[src/rtl/seg7_axis_display.sv]
// Valid/ready sink that holds each frame of seven-segment patterns for a minimum
// time while multiplexing it onto a common-anode display. Define SEG7_ACTIVE_LOW_EN for inverted segments.
module seg7_axis_display #(
    parameter int DIGITS      = 2,
    parameter int DWELL       = 100000,
    parameter int HOLD_FRAMES = 50
) (
    input  logic                   clk,
    input  logic                   rstn,
    input  logic [DIGITS-1:0][6:0] s_data,
    input  logic                   s_valid,
    output logic                   s_ready,
    output logic [6:0]             seg,
    output logic [DIGITS-1:0]      an
);

    localparam int unsigned HOLD_T  = HOLD_FRAMES * DIGITS * DWELL;
    localparam int unsigned HOLD_W  = (HOLD_T > 2) ? $clog2(HOLD_T - 1) : 1;
    localparam int unsigned DWELL_W = $clog2(DWELL);
    localparam int unsigned DIG_W   = (DIGITS > 1) ? $clog2(DIGITS) : 1;

`ifdef SEG7_ACTIVE_LOW_EN
    localparam logic [6:0] SEG_OFF = 7'h7F;
`else
    localparam logic [6:0] SEG_OFF = 7'h00;
`endif

    typedef enum logic [1:0] {
        IDLE,
        SHOW,
        READY
    } state_t;

    state_t                   state_q, state_d;
    logic [DIGITS-1:0][6:0]   frame_q, frame_d;
    logic [DWELL_W-1:0]       dwell_q, dwell_d;
    logic [DIG_W-1:0]         digit_q, digit_d;
    logic [HOLD_W-1:0]        hold_q, hold_d;
    logic                     s_ready_q, s_ready_d;
    logic [6:0]               seg_q, seg_d;
    logic [DIGITS-1:0]        an_q, an_d;
    logic                     accept;

    assign accept  = s_valid && s_ready_q;
    assign s_ready = s_ready_q;
    assign seg     = seg_q;
    assign an      = an_q;

    always_comb begin
        state_d = state_q;
        frame_d = frame_q;
        dwell_d = dwell_q;
        digit_d = digit_q;
        hold_d  = hold_q;

        if (accept) begin
            frame_d = s_data;
            dwell_d = '0;
            digit_d = '0;
            hold_d  = '0;
            state_d = SHOW;
        end else if (state_q != IDLE) begin
            if (dwell_q == DWELL_W'(DWELL - 1)) begin
                dwell_d = '0;
                digit_d = (digit_q == DIG_W'(DIGITS - 1)) ? '0 : digit_q + DIG_W'(1);
            end else begin
                dwell_d = dwell_q + DWELL_W'(1);
            end
            // Leaving SHOW at T-2 lets the registered s_ready rise exactly T-1 edges after accept.
            if (state_q == SHOW) begin
                if (hold_q == HOLD_W'(HOLD_T - 2)) begin
                    state_d = READY;
                end else begin
                    hold_d = hold_q + HOLD_W'(1);
                end
            end
        end

        s_ready_d = (state_d != SHOW);

        // Outputs come from next-state values so anode and segments switch on the same edge.
        if (state_d == IDLE) begin
            an_d  = '1;
            seg_d = SEG_OFF;
        end else begin
            an_d  = ~(DIGITS'(1) << digit_d);
`ifdef SEG7_ACTIVE_LOW_EN
            seg_d = ~frame_d[digit_d];
`else
            seg_d = frame_d[digit_d];
`endif
        end
    end

    always_ff @(posedge clk) begin
        if (!rstn) begin
            state_q   <= IDLE;
            frame_q   <= '0;
            dwell_q   <= '0;
            digit_q   <= '0;
            hold_q    <= '0;
            s_ready_q <= 1'b0;
            seg_q     <= SEG_OFF;
            an_q      <= '1;
        end else begin
            state_q   <= state_d;
            frame_q   <= frame_d;
            dwell_q   <= dwell_d;
            digit_q   <= digit_d;
            hold_q    <= hold_d;
            s_ready_q <= s_ready_d;
            seg_q     <= seg_d;
            an_q      <= an_d;
        end
    end

endmodule
[config.mk]
export PLATFORM = sky130hd
export DESIGN_NAME = seg7_axis_display
export DESIGN_NICKNAME = d
export VERILOG_FILES = /design/src/rtl/seg7_axis_display.sv
export SDC_FILE = /design/constraint.sdc
export NUM_CORES = 1
export LEC_CHECK = 0
export ABC_CLOCK_PERIOD_IN_PS = 4000
export BUFFER_PORTS_ARGS = -buffer_cell sky130_fd_sc_hd__buf_2
export CELL_PAD_IN_SITES_DETAIL_PLACEMENT = 1
export CELL_PAD_IN_SITES_GLOBAL_PLACEMENT = 1
export CORE_AREA = 3 3 117 119
export CTS_CLUSTER_DIAMETER = 200
export DETAILED_ROUTE_END_ITERATION = 8
export DIE_AREA = 0 0 120 122
export GPL_ROUTABILITY_DRIVEN = 1
export GPL_TIMING_DRIVEN = 0
export PLACE_DENSITY_LB_ADDON = 0.1
export SYNTH_ARGS = -nofsm -noshare
export SYNTH_HDL_FRONTEND = slang
export SYNTH_SLANG_ARGS = --single-unit
[constraint.sdc]
create_clock -name clk -period 4 [get_ports clk]
set_clock_uncertainty 0.15 [all_clocks]
set_input_delay 0.8 -clock clk [delete_from_list [all_inputs] [get_ports clk]]
set_output_delay 0.8 -clock clk [all_outputs]
set_load 0.02 [all_outputs]
==> impl_metrics.ini, run 1 <==
[clock_tree]
insertion_delay_ns = 0.33
cts.sinks = 68
cts-root-buf = clkbuf_16
cts_tree = yes
ctsResizeCount = 0
post-cts-setup-buffer-count = 0
cts.path.max_buffers = 2
cts_buffers = 9
path_clk_slew_ns = 0.05
htree_levels = 3
hold_buffers = 0

[layout]
fill_cells = 1510
nNetsFinal = 433
syn2layout_area_growth_pct = 19.5
antenna_cells = 0
layout-drive-gt1-share_pct = 12.0

[floorplan]
core_um2 = 12700
die_w_um = 120
initial_utilization_pct = 25.2
std_cell_rows = 41
die_y_um = 122
io-pin-count = 27
die-area_um2 = 14600

[logic_synthesis]
synth-warning-count = 0
ys.flop_type = dfxtp_1
synth_edf_count = 0
synth_seq_cells = 68
synthArstFlopShare_pct = 0
ys_seq_area_share_pct = 42.7
syn-num-nets = 397
ys_types = 44
avgSynthCellArea_um2 = 8.46
syn_inst = 377
syn_area_um2 = 3190

[timing]
setup_viol = 0
fin_crit_sh_pct = 56.8
drv_slew = 0
period_needed_ns = 2.27
max_freq_mhz = 440
tightest_slew_ns = 0.788
finalHoldViolations = 0
timing.setup.tns_ns = 0
hold-worst-slack_ns = 0.334
relSlewSlack_pct = 47.3
rsz0062_at_grt = false

[route]
avgViaCountPerCell = 4.75
wl_per_cell_um = 14.9
firstDrtPassIters = 4
wl_um = 8780
ant_nets = 0
num_vias = 2802
drc = 0
routedLengthMet1_um = 4110
met2_length_um = 4230
drtIter0Drc = 92
wl_met3_um = 332
top_layer = met4

[setup_path]
critPathCapture = frame_q[12]$_SDFF_PN0_
timing.rr.start = dwell_q[9]$_SDFFE_PP0N_
crit_arrival_ns = 2.38
cp.depth = 7
slowest_delay_ns = 0.50
cp_slowest_cell = clkbuf_1
crit_start = s_valid
ff2ff_setup_slack_ns = 1.76
critPathCaptureType = register
cp.buffers_inverters = 4
path_cells = buf_2 > and2_1 > buf_2 > clkbuf_1 > clkbuf_1 > nand2_1 > a21boi_0
cp_top_family = buffers and inverters
r2r-end = dwell_q[15]$_SDFFE_PP0N_
start_kind = input pin
worstPathRequired_ns = 4.11
crit_path_max_fanout = 10
worst-setup-path-type = input pin to register
reg2reg_depth = 6

[pwr]
ir_drop_mv = 0.178
powerDensity_nw_per_um2 = 406
cellLeakagePower_uw = 0.00132

[place]
dp.final_hpwl_um = 6270
portBuffers = 25
gp_congestion = 0.736

[grt]
grt_pass1_wl_um = 15100
grt_pass1_vias = 2948
track_usage_pct = 13.1
antenna_found_initial = 0
grt_max_degree = 11
grt-ovfl-total = 0

[outcome]
outcome = completed

[run]
drv_cap = 0

[hold_path]
whs_path_depth = 2
hold_class = register to register
hp-start = frame_q[8]$_SDFF_PN0_
==> synth_stat cells, drive strengths merged (6+ instances only) <==
cell	instances	share of area [%]
dfxtp	68	43
nand2	50	6.0
nor2	38	4.5
o21ai	30	4.8
nor3	18	2.8
a21boi	16	3.8
xnor2	15	4.1
nor3b	14	3.3
a21oi	13	2.0
nand4	13	2.6
xor2	13	3.6
clkbuf	12	1.4
or3	11	2.2
nand3	9	1.6
nor4	8	1.6
o2111a	7	2.5
and2	6	1.2
and3	6	1.2
buf	6	1.1
==> sequential cells by signal, indices dropped and copies added, names as in the netlist <==
register,count
state_q,2
digit_q,1
dwell_q,17
an,2
frame_q,14
hold_q,24
s_ready,1
seg,7
==> through the flow <==
| step | power (uW) | instance area (um^2) | utilization [%] | instances | setup WS (ns) |
|---|---|---|---|---|---|
| 3_3_place_gp | 810 | 3530 | 27.9 | 574 | 1.37 |
| 6_report | 1550 | 3810 | 30.1 | 590 | 1.73 |
| 5_1_grt | 1620 | 3810 | 30.1 | 590 | 1.49 |
| 2_1_floorplan | 772 | 3190 | - | 377 | 1.95 |
| 4_1_cts | 1590 | 3810 | 30.1 | 590 | 1.67 |
| 3_5_place_dp | 812 | 3530 | 27.9 | 574 | 1.31 |
==> final cells by class <==
| type | instances | area (um^2) | area share [%] |
|---|---|---|---|
| clock inverter | 1 | 5.00 | 0.131 |
| multi-input combinational | 289 | 1740 | 45.6 |
| inverter | 2 | 7.51 | 0.197 |
| sequential | 68 | 1360 | 35.7 |
| clock buffer | 15 | 278 | 7.29 |
| timing repair buffer | 25 | 125 | 3.28 |
| buffer | 18 | 81.3 | 2.13 |
| tap | 172 | 215 | 5.64 |
==> report_power, final <==
part	total (uW)	internal, uW	switching, uW	leakage (uW)
sequential	704	692	12.2	0.000550
combinational	90.1	30.5	59.6	0.000628
clock	756	470	286	0.000140
total	1550	1190	357	0.00132
==> kinds of logic (layout without fill, tap and decap cells) <==
| group | after synthesis | after routing | synth area share [%] |
|---|---|---|---|
| XOR/XNOR | 28 | 28 | 7.69 |
| AND/OR/NAND/NOR | 185 | 185 | 30.5 |
| AO/OA/AOI/OAI | 72 | 72 | 14.9 |
| flip-flops | 68 | 68 | 42.7 |
| multiplexers | 1 | 1 | 0.314 |
| buffers and inverters | 20 | 61 | 2.79 |
| adder cells (fa/ha/maj) | 3 | 3 | 1.18 |
==> how the worst min path moves through the flow <==
stage / end / slack, ns
2_1_floorplan: dwell_q[16]$_SDFFE_PP0N_ / 0.30
3_3_place_gp: dwell_q[16]$_SDFFE_PP0N_ / 0.32
3_5_place_dp: hold_q[12]$_SDFFE_PP0P_ / 0.33
4_1_cts: hold_q[12]$_SDFFE_PP0P_ / 0.34
5_1_grt: hold_q[3]$_SDFFE_PP0P_ / 0.36
6_report: frame_q[8]$_SDFF_PN0_ / 0.33
==> per-layer routing <==
| metal | vias to the layer above | global-route usage, % |
|---|---|---|
| met5 | - | 0 |
| met4 | 0 | 4.37 |
| met3 | 7 | 4.32 |
| met2 | 32 | 22.3 |
| met1 | 1346 | 15.6 |
| li1 | 1417 | - |
==> worst min-delay path, cell delays in order (launching register included) <==
cell,delay (ns)
dfxtp_1,0.32
nand2_1,0.05
a21boi_0,0.07
==> placed cells by master, fill, tap and decap left out, types with 2 or more instances in the layout <==
master and instances:
nor2_1 38, or3_1 11, ha_1 3, clkbuf_1 15, and3_1 6, a21boi_0 15, o21ai_0 28, and4_1 2
nor3b_1 14, xnor2_1 15, clkbuf_16 9, nor4b_1 2, inv_1 2, nor3_1 18, buf_2 30, o2111a_1 7
nor4_1 8, and2_1 6, nand2_1 49, a21oi_1 13, nand3_1 8, dfxtp_1 68, nand4_1 13, clkbuf_8 3
xor2_1 13
No activity file was read; power rests on OpenSTA's default activity.
==> run 2: changes to the inputs <==
- ABC_CLOCK_PERIOD_IN_PS: 4000 -> 1990
- clock period: 4 -> 1.99 ns (I/O delays scaled with it)
==> run 2 against run 1 <==
  * Combinational power increased by 110%
  * Via count increased by 1.7%
  * Setup slack got worse by 1.7 ns
  * First-iteration DRC count up 5.4%
  * Non-clock buffer count grew 9
==> impl_metrics.ini, run 2 (synthesized netlist as in run 1, its figures left out) <==
[place]
dp.final_hpwl_um = 6270
gp_congestion = 0.736
portBuffers = 25

[timing]
rsz0062_at_grt = true
relSlewSlack_pct = 64.1
tightest_slew_ns = 0.538
drv_slew = 0
hold-worst-slack_ns = 0.157
fin_crit_sh_pct = 96.3
max_freq_mhz = 522
finalHoldViolations = 0
setup_viol = 0
period_needed_ns = 1.92

[route]
drc = 0
drtIter0Drc = 97
firstDrtPassIters = 4
num_vias = 2850
ant_nets = 0
wl_um = 8960
avgViaCountPerCell = 4.76
wl_per_cell_um = 15.0

[setup_path]
crit_arrival_ns = 1.98
worstPathRequired_ns = 2.06
cp_top_family = simple AND/OR/NAND/NOR gates
cp_slowest_cell = dfxtp_1
crit_start = dwell_q[1]$_SDFFE_PP0N_
ff2ff_setup_slack_ns = 0.07
critPathCapture = an[1]$_SDFF_PP1_
reg2reg_depth = 7
worst-setup-path-type = register to register
cp.buffers_inverters = 1
timing.rr.start = dwell_q[1]$_SDFFE_PP0N_
crit_path_max_fanout = 8
slowest_delay_ns = 0.38
critPathCaptureType = register
path_cells = ha_2 > o211a_4 > nand2_2 > and3b_1 > buf_6 > xnor2_1 > or3b_1
r2r-end = an[1]$_SDFF_PP1_
cp.depth = 7
start_kind = register

[floorplan]
die_w_um = 120
die-area_um2 = 14600
initial_utilization_pct = 25.2
die_y_um = 122
std_cell_rows = 41
core_um2 = 12700
io-pin-count = 27

[grt]
track_usage_pct = 13.2
grt_max_degree = 11
grt_pass1_vias = 2974
grt-ovfl-total = 0
antenna_found_initial = 0
grt_pass1_wl_um = 15200

[clock_tree]
path_clk_slew_ns = 0.05
cts-root-buf = clkbuf_16
hold_buffers = 0
cts.sinks = 68
cts.path.max_buffers = 2
cts_buffers = 9
insertion_delay_ns = 0.34
htree_levels = 3
cts_tree = yes

[layout]
top_register = hold_q
largest_register_ff_count = 24
layout.cells.most_common = dfxtp_1
final_cell_mix = dfxtp_1, nand2_1, nor2_1
multi_input_area_um2 = 1840
nNetsFinal = 442
antenna_cells = 0
fill_cells = 1494
syn2layout_area_growth_pct = 25.1
final_core_util_pct = 31.5
reg.largest.list = hold_q: 24 flops, dwell_q: 17 flops, frame_q: 14 flops
layout-drive-gt1-share_pct = 18.5
ff_latch_area_um2 = 1370

[pwr]
cellLeakagePower_uw = 0.00139
powerDensity_nw_per_um2 = 783
finalPower_uw = 3120
ir_drop_mv = 0.355

[hold_path]
hold_class = input pin to register

[run]
drv_cap = 0

[outcome]
outcome = completed
## run 2: routing by layer
metal | vias up | track usage (%) | wire, um
li1 | 1437 | - | -
met3 | 7 | 4.32 | 280
met2 | 29 | 22.4 | 4340
met5 | - | 0 | 0
met1 | 1377 | 15.7 | 4240
met4 | 0 | 4.37 | 103
## run 2: area by class of cell
| cell class | count | share of cell area (%) |
|---|---|---|
| sequential | 68 | 34.2 |
| multi-input combinational | 289 | 46.0 |
| buffer | 18 | 2.26 |
| clock buffer | 15 | 6.96 |
| inverter | 2 | 0.188 |
| timing repair buffer | 34 | 4.83 |
| tap | 172 | 5.39 |
| clock inverter | 1 | 0.125 |
## run 2: worst register-to-register path: stages, from the launching register on
cell and delay [ns]:
dfxtp_1 0.38, ha_2 0.21, o211a_4 0.18, nand2_2 0.06
and3b_1 0.24, buf_6 0.14, xnor2_1 0.09, or3b_1 0.35
## run 2: through the flow
| stage | setup slack (ns) | instance area (um^2) | instances | setup TNS, ns |
|---|---|---|---|---|
| finish | 0.0737 | 3990 | 599 | 0 |
| global route | -0.0278 | 3990 | 599 | -0.0638 |
| CTS | 0.00990 | 3860 | 595 | 0 |
| detailed placement | -0.320 | 3530 | 574 | -6.36 |
| global placement | -0.324 | 3530 | 574 | -5.58 |
| floorplan | 0.202 | 3190 | 377 | 0 |
## run 2: repair_timing
item / CTS / global route
setup endpoints to repair: 34 / 43
pin swaps: 3 / 6
resized for setup: 4 / 24
buffers inserted: 5 / 4
## run 2: where the power goes
part | internal, uW | switching (uW)
combinational | 64.1 | 120
sequential | 1390 | 24.7
clock | 945 | 579
## run 2: worst min-delay path by stage
stage | from | end | slack, ns | cells past startpoint
6_report | s_data[7] | frame_q[7]$_SDFF_PN0_ | 0.16 | 3
5_1_grt | s_data[10] | frame_q[10]$_SDFF_PN0_ | 0.16 | 3
4_1_cts | s_data[10] | frame_q[10]$_SDFF_PN0_ | 0.15 | 3
3_5_place_dp | hold_q[12]$_SDFFE_PP0P_ | hold_q[12]$_SDFFE_PP0P_ | 0.33 | 2
3_3_place_gp | dwell_q[16]$_SDFFE_PP0N_ | dwell_q[16]$_SDFFE_PP0N_ | 0.32 | 2
2_1_floorplan | dwell_q[16]$_SDFFE_PP0N_ | dwell_q[16]$_SDFFE_PP0N_ | 0.30 | 2
==> run 3: changes to the inputs <==
- REMOVE_ABC_BUFFERS: not set -> 1
==> run 3 against run 2 <==
  * Register-to-register slack improved by 0.02 ns
  * Core utilization down 0.17 points
  * Sequential share of layout area is 0.25 points higher
  * Via count down 1.9%
  * Worst hold slack lost 0.0018 ns
  * Critical path depth unchanged
  * Critical path type unchanged
  * Critical endpoint unchanged
==> impl_metrics.ini, run 3 (synthesized netlist as in run 1, its figures left out) <==
[outcome]
outcome = completed

[hold_path]
hp-start = s_data[13]
hold_class = input pin to register

[pwr]
cellLeakagePower_uw = 0.00139
finalPower_uw = 3130
powerDensity_nw_per_um2 = 789
ir_drop_mv = 0.408

[place]
gp_congestion = 0.729
dp.final_hpwl_um = 5390
portBuffers = 26
dp_cells = 557
place_area_um2 = 3450

[setup_path]
crit_arrival_ns = 1.96
slowest_delay_ns = 0.37
r2r-end = an[1]$_SDFF_PP1_
timing.rr.start = dwell_q[0]$_SDFFE_PP0N_
worst-setup-path-type = register to register
ff2ff_setup_slack_ns = 0.1
worstPathRequired_ns = 2.06
cp_slowest_cell = or3b_1
reg2reg_depth = 7
crit_start = dwell_q[0]$_SDFFE_PP0N_
critPathCaptureType = register
critPathCapture = an[1]$_SDFF_PP1_
start_kind = register
path_cells = ha_2 > o211a_4 > buf_4 > nand2_2 > and3b_2 > xnor2_2 > or3b_1
crit_path_max_fanout = 3

[grt]
grt_util_met2_pct = 21.3
grt_most_used_layer = met2
grt-ovfl-total = 0
antenna_found_initial = 0
track_usage_pct = 12.3
grt_pass1_wl_um = 14200
grt_use_met1_pct = 13.9
grt_max_degree = 45
grt_pass1_vias = 2870
gr-usage-met3_pct = 4.92

[clock_tree]
htree_levels = 3
cts_buffers = 9
cts-root-buf = clkbuf_16
insertion_delay_ns = 0.34
cts.path.max_buffers = 2
cts.sinks = 68
path_clk_slew_ns = 0.06
cts_tree = yes

[floorplan]
core_um2 = 12700
std_cell_rows = 41
io-pin-count = 27
die_w_um = 120
die_y_um = 122
die-area_um2 = 14600
initial_utilization_pct = 25.2

[timing]
relSlewSlack_pct = 38.4
fin_crit_sh_pct = 95.1
rsz0062_at_grt = false
setup_viol = 0
max_freq_mhz = 529
finalHoldViolations = 0
timing.setup.tns_ns = 0
period_needed_ns = 1.89
drv_slew = 0
tightest_slew_ns = 0.923

[layout]
final_core_util_pct = 31.3
top_register = hold_q
largest_register_ff_count = 24
antenna_cells = 0
layout.cells.most_common = dfxtp_1
fill_cells = 1529
syn2layout_area_growth_pct = 24.4
design_area_um2 = 3970
final_cell_mix = dfxtp_1, nand2_1, nor2_1
fin_cells = 588
reg.largest.list = hold_q: 24 flops, dwell_q: 17 flops, frame_q: 14 flops
nNetsFinal = 431
layout-drive-gt1-share_pct = 19.7

[run]
drv_cap = 0

[route]
firstDrtPassIters = 4
num_vias = 2795
avgViaCountPerCell = 4.75
drtIter0Drc = 98
ant_nets = 0
wl_um = 8450
drc = 0
wl_per_cell_um = 14.4
==> run 3: cell count changes in the layout (fill, tap and decap cells not counted), sizes merged <==
cell      before  now
buf           38   41
clkinv         1    3
clkinvlp       0    1
clkbuf        29   12
==> run 3: cell type report <==
cell class,instances,area (um^2),share of cell area (%)
repair buffers,41,255,6.43
clock buffers,12,267,6.72
well taps,172,215,5.42
clock inverters,4,22.5,0.567
multi-input cells,289,1830,46.2
flip-flops and latches,68,1370,34.5
inverters,2,7.51,0.189
==> run 3: what timing repair did <==
action,in CTS,in global routing
setup buffers,8,7
hold buffers,0,0
endpoints found under the setup margin,66,28
resized for setup,16,9
pin swaps,3,4
==> run 3: through the flow <==
| stage | hold WS [ns] | setup slack (ns) |
|---|---|---|
| global placement | 0.317 | -0.766 |
| floorplan | 0.303 | 0.0633 |
| detailed placement | 0.325 | -0.786 |
| global route | 0.141 | 0.00230 |
| finish | 0.155 | 0.0985 |
| CTS | 0.144 | -0.0194 |
==> run 3: worst min path at each step <==
stage                                to  depth (start not counted)
5_1_grt          frame_q[10]$_SDFF_PN0_                          3
4_1_cts          frame_q[13]$_SDFF_PN0_                          3
3_5_place_dp     frame_q[13]$_SDFF_PN0_                          2
6_report         frame_q[13]$_SDFF_PN0_                          3
2_1_floorplan  dwell_q[16]$_SDFFE_PP0N_                          2
3_3_place_gp     hold_q[4]$_SDFFE_PP0P_                          2
==> run 3: metal layers <==
metal	wire length [um]	share of wire, %
met3	319	3.8
met4	74	0.88
met5	0	0
met2	4210	50
met1	3840	45
==> run 3: worst max-delay path, delay by kind of cell, from the launching register on <==
family | cells | cell delay [ns]
AO/OA/AOI/OAI | 1 | 0.14
XOR/XNOR | 1 | 0.16
adder cells (fa/ha/maj) | 1 | 0.18
buffers and inverters | 1 | 0.14
flip-flops | 1 | 0.32
AND/OR/NAND/NOR | 3 | 0.68
==> run 3: where the power goes <==
group | total, uW | internal, uW | switching, uW
sequential | 1410 | 1390 | 22.0
clock | 1540 | 938 | 602
combinational | 177 | 61.9 | 116
total | 3130 | 2390 | 740
